File: src/rtl/muldiv_unit.sv
// muldiv_unit: shared iterative signed/unsigned multiply and restoring divide,
// one radix-2 step per cycle, with results delivered to hi/lo on done.
module muldiv_unit #(
    parameter int WIDTH = 32
) (
    input  logic             clk,
    input  logic             reset,
    input  logic             start,
    input  logic [1:0]       op,
    input  logic [WIDTH-1:0] a,
    input  logic [WIDTH-1:0] b,
    input  logic             flush,
    output logic             busy,
    output logic             done,
    output logic             div_zero,
    output logic [WIDTH-1:0] hi,
    output logic [WIDTH-1:0] lo
);
    localparam int CNT_W = $clog2(WIDTH) + 1;

    typedef enum logic [1:0] {IDLE, CALC, FIX} state_t;

    state_t               state, state_n;
    logic [CNT_W-1:0]     cnt, cnt_n;
    logic [2*WIDTH-1:0]   acc, acc_n;
    logic [WIDTH-1:0]     m, m_n, hi_n, lo_n;
    logic                 is_div, is_div_n, neg_q, neg_q_n, neg_r, neg_r_n;
    logic                 dz, dz_n, done_n, div_zero_n;

    logic                 sa, sb, b_zero;
    logic [WIDTH-1:0]     mag_a, mag_b;
    logic [WIDTH:0]       mul_sum, rem_sh, diff;
    logic [2*WIDTH-1:0]   mul_next, div_next, prod;
    logic [WIDTH-1:0]     quo, rem;

    assign sa     = ~op[0] & a[WIDTH-1];
    assign sb     = ~op[0] & b[WIDTH-1];
    assign mag_a  = sa ? -a : a;
    assign mag_b  = sb ? -b : b;
    assign b_zero = op[1] && (b == '0);

    // acc = {partial product, remaining multiplier bits}; the sum keeps its carry
    assign mul_sum  = {1'b0, acc[2*WIDTH-1:WIDTH]} + {1'b0, (acc[0] ? m : {WIDTH{1'b0}})};
    assign mul_next = {mul_sum, acc[WIDTH-1:1]};

    // acc = {partial remainder, dividend bits shifting into quotient bits}
    assign rem_sh   = acc[2*WIDTH-1:WIDTH-1];
    assign diff     = rem_sh - {1'b0, m};
    assign div_next = {(diff[WIDTH] ? rem_sh[WIDTH-1:0] : diff[WIDTH-1:0]), acc[WIDTH-2:0], ~diff[WIDTH]};

    assign prod = neg_q ? -acc : acc;
    assign quo  = neg_q ? -acc[WIDTH-1:0] : acc[WIDTH-1:0];
    assign rem  = neg_r ? -acc[2*WIDTH-1:WIDTH] : acc[2*WIDTH-1:WIDTH];

    assign busy = state != IDLE;

    always_ff @(posedge clk or negedge reset) begin
        if (!reset) begin
            state    <= IDLE;
            cnt      <= '0;
            acc      <= '0;
            m        <= '0;
            is_div   <= 1'b0;
            neg_q    <= 1'b0;
            neg_r    <= 1'b0;
            dz       <= 1'b0;
            hi       <= '0;
            lo       <= '0;
            done     <= 1'b0;
            div_zero <= 1'b0;
        end else begin
            state    <= state_n;
            cnt      <= cnt_n;
            acc      <= acc_n;
            m        <= m_n;
            is_div   <= is_div_n;
            neg_q    <= neg_q_n;
            neg_r    <= neg_r_n;
            dz       <= dz_n;
            hi       <= hi_n;
            lo       <= lo_n;
            done     <= done_n;
            div_zero <= div_zero_n;
        end
    end

    always_comb begin
        state_n    = state;
        cnt_n      = cnt;
        acc_n      = acc;
        m_n        = m;
        is_div_n   = is_div;
        neg_q_n    = neg_q;
        neg_r_n    = neg_r;
        dz_n       = dz;
        hi_n       = hi;
        lo_n       = lo;
        done_n     = 1'b0;
        div_zero_n = 1'b0;
        if (flush) begin
            state_n = IDLE;
        end else begin
            unique case (state)
                IDLE: if (start) begin
                    is_div_n = op[1];
                    neg_q_n  = sa ^ sb;
                    neg_r_n  = sa;
                    dz_n     = b_zero;
                    m_n      = op[1] ? mag_b : mag_a;
                    cnt_n    = CNT_W'(WIDTH);
                    // a zero divisor skips the iterations and parks the raw result in acc
                    acc_n    = b_zero ? {a, {WIDTH{1'b1}}}
                             : {{WIDTH{1'b0}}, (op[1] ? mag_a : mag_b)};
                    state_n  = b_zero ? FIX : CALC;
                end
                CALC: begin
                    acc_n   = is_div ? div_next : mul_next;
                    cnt_n   = cnt - 1'b1;
                    state_n = (cnt == CNT_W'(1)) ? FIX : CALC;
                end
                FIX: begin
                    state_n      = IDLE;
                    done_n       = 1'b1;
                    div_zero_n   = dz;
                    {hi_n, lo_n} = dz ? acc : is_div ? {rem, quo} : prod;
                end
                default: state_n = IDLE;
            endcase
        end
    end
endmodule

File: config.mk
export PLATFORM = sky130hd
export DESIGN_NAME = muldiv_unit
export DESIGN_NICKNAME = d
export VERILOG_FILES = /design/src/rtl/muldiv_unit.sv
export SDC_FILE = /design/constraint.sdc
export NUM_CORES = 1
export LEC_CHECK = 0
export CAP_MARGIN = 20
export CORE_MARGIN = 5
export CORE_UTILIZATION = 40
export CTS_CLUSTER_SIZE = 40
export DETAILED_ROUTE_END_ITERATION = 16
export PLACE_DENSITY = 0.62
export REMOVE_ABC_BUFFERS = 1
export SYNTH_ARGS = -nofsm -noshare
export SYNTH_HDL_FRONTEND = slang
export SYNTH_SLANG_ARGS = --single-unit
File: constraint.sdc
create_clock -name clk -period 10.8 [get_ports clk]
set_clock_uncertainty 0.05 [all_clocks]
set_input_delay 2.16 -clock clk [delete_from_list [all_inputs] [get_ports clk]]
set_output_delay 2.16 -clock clk [all_outputs]
set_load 0.02 [all_outputs]
==> out/qor.yml <==
status: "finished, final reports clean"
cts.clk_slew.worst_paths_ps: 70
cpLargestDelayFamily: "simple AND/OR/NAND/NOR gates"
rsz0062_at_grt: "false"
clk_latency_ps: 460
critPathBufInv: 2
period_share_pct: 54.5
power_density_nw_per_um2: 207
max_cap_violations: 0
switching_share_pct: 48.3
slew_headroom_pct: 25.8
p_comb_share_pct: 55.2
power.switching_mw: 1.74
startpoint_type: "input pin"
wirelength_um: 55400
ys.flop_type: "dfrtp_1"
antenna_left: 0
fin_ws_ps: 4910
dp_slack_ps: 4480
synth.most_common_cell: "nor2_1"
syn-instance-count: 1983
critPathKind: "input pin to flop"
track_usage_pct: 26.4
portBuffers: 136
tns_ps: 0
area_growth_pct: 15.5
h-tree-depth: 4
total_power_mw: 3.61
slowest_stage: "or4_4"
hold_buffers: 0
diodes: 0
nNetsFinal: 2183
die_h_um: 204
place_congestion: 0.974
drt_iter0_drc: 1244
overflow: 0
dr.pass1.iters: 5
slowest_delay_ps: 620
ys_seq_area_share_pct: 28.8
synth_area_leaders: "dfrtp_1 29%, a21oi_1 7.1%, o21ai_0 6.5%"
synth_top_area_share_pct: 28.8
clock.fmax_mhz: 170
grt_max_degree: 128
finalSetupViolCount: 0
async_flop_share_pct: 100
antenna_found_initial: 0
first_global_vias: 14515
core_area_sq_um: 37500
crit_top_cell: "or4_4"
internal_power_mw: 1.87
pwr-share-clk_pct: 17.1
hold_viol_final: 0
num_vias: 15161
cts_tree: "yes"
seq_power_share_pct: 27.7
synth-edff-count: 0
root_buffer: "clkbuf_16"
clock_path_buffers: 2
period_minus_slack_ps: 5890
die-area_sq_um: 41800
start_util_pct: 40.3
final_area_sq_um: 17500
pin_count: 137
place_area_sq_um: 16800
slew_viol_final: 0
utilization_pct: 46.5
ys_warn_count: 0
cts_buffers: 17
wl_per_cell_um: 21.6
post_cts_buffers: 0
drive_gt1_share_pct: 4.28
grt_pass1_wl_um: 86500
rows: 71
clock-sinks: 174
die_x_um: 204
drc: 0
total_leakage_power_nw: 7.30
vdd_ir_drop_max_uv: 168
dp_hpwl_um: 42300
synth_top_cells_by_count: "223 x nor2_1, 214 x a21oi_1, 211 x nand2_1"
synthDistinctLibCells: 76
via_per_inst: 5.91
cp_max_fo: 22
path_cells: "clkdlybuf4s50_1 > or4_4 > or4_4 > nor4_4 > and3_1 > buf_4 > a21oi_1 > or2_0 > or4_1 > o41ai_1 > nand4b_1"
cts_resized: 0
cp-end-kind: "flop"
min_path_type: "flop to flop"
post-synth-top-area-cell: "dfrtp_1"
worst-slew-pin-transition_ps: 1110
ys_seq_elements: 174
syn_area_per_cell_sq_um: 7.62
cp.arrival_ps: 6220
netlist_area_sq_um: 15100
crit_required_ps: 11130
-- cell families (layout without fill, tap and decap cells) --
kind of cell / after synthesis / after routing / share of synthesized area [%]
xor+xnor: 169 / 169 / 9.80
flops: 174 / 174 / 28.8
compound gates: 661 / 661 / 26.6
buf+inv: 185 / 256 / 4.64
fa+ha+maj: 72 / 72 / 6.06
simple gates: 672 / 672 / 20.7
mux: 50 / 50 / 3.37
-- area by class of cell --
type / instances / area [sq um]
fillers: 3769 / 20000
multi-input cells: 1624 / 10100
flip-flops and latches: 174 / 4360
repair buffers: 161 / 1580
well taps: 511 / 639
clock buffers: 20 / 447
inverters: 63 / 236
clock inverters: 12 / 111
-- state kept, by name, summed over array words and instances (netlist names) --
register	count
dz	1
done	1
div_zero	1
acc	64
is_div	1
hi	32
neg_q	1
lo	32
neg_r	1
state	2
cnt	6
m	32
-- power by group through the flow --
stage               clock network, mW  registers, mW  logic (mW)
finish                          0.617           1.00        1.99
global route                    0.652           1.02        2.20
CTS                             0.627          0.996        1.96
detailed placement                  0           1.01        1.95
global placement                    0           1.00        1.94
floorplan                           0          0.943        1.36
-- placed cells by master, fill, tap and decap left out, types with 7 or more instances in the layout --
master           count
nor2_1             222
a21oi_1            214
nand2_1            210
o21ai_0            195
dfrtp_1            173
clkdlybuf4s50_1    134
xnor2_1             98
xor2_1              71
ha_1                70
inv_1               61
nor3_1              50
a21o_1              45
mux2i_1             43
a211oi_1            35
nand3_1             33
nand2b_1            26
buf_4               23
nor4_1              21
a31oi_1             21
a221oi_1            18
clkbuf_16           17
o31ai_1             15
o22ai_1             15
or3_1               13
or4_1               12
nor2b_1             12
o21bai_1            12
and2_1              11
o41ai_1             11
and3_1              10
nand4_1             10
o21a_1               9
nor3b_1              8
o221ai_1             8
o211ai_1             8
mux2_2               7
a211o_1              7
-- worst min-delay path, delay by kind of cell (launching register included) --
kind,cells,cell delay [ps]
AND/OR/NAND/NOR,1,50
flip-flops,1,340
AO/OA/AOI/OAI,1,60
-- per-stage QoR --
stage,cells,hold slack (ps)
after global placement,2530,407
after global routing,2565,454
after CTS,2562,434
after detailed placement,2530,419
final,2565,427
after floorplan,1861,392
-- path summary, 6_finish.rpt --
check | start | cells after the start | slack [ps] | endpoint
max in group asynchronous | reset | 3 | 7440 | is_div
worst max register to register | acc[0] | 13 | 6210 | acc[60]
worst min-delay path | lo[24] | 2 | 430 | lo[24]
worst min register to register | lo[24] | 2 | 430 | lo[24]
min in group asynchronous | reset | 1 | 1550 | div_zero
worst max-delay path | b[14] | 11 | 4910 | acc[62]
-- routing by layer --
metal | wire [um] | track usage [%]
met2 | 25100 | 42.1
met5 | 0 | 0
met3 | 3860 | 4.24
met4 | 1780 | 9.21
met1 | 24700 | 36.4
(Power assumes the default switching activity.)
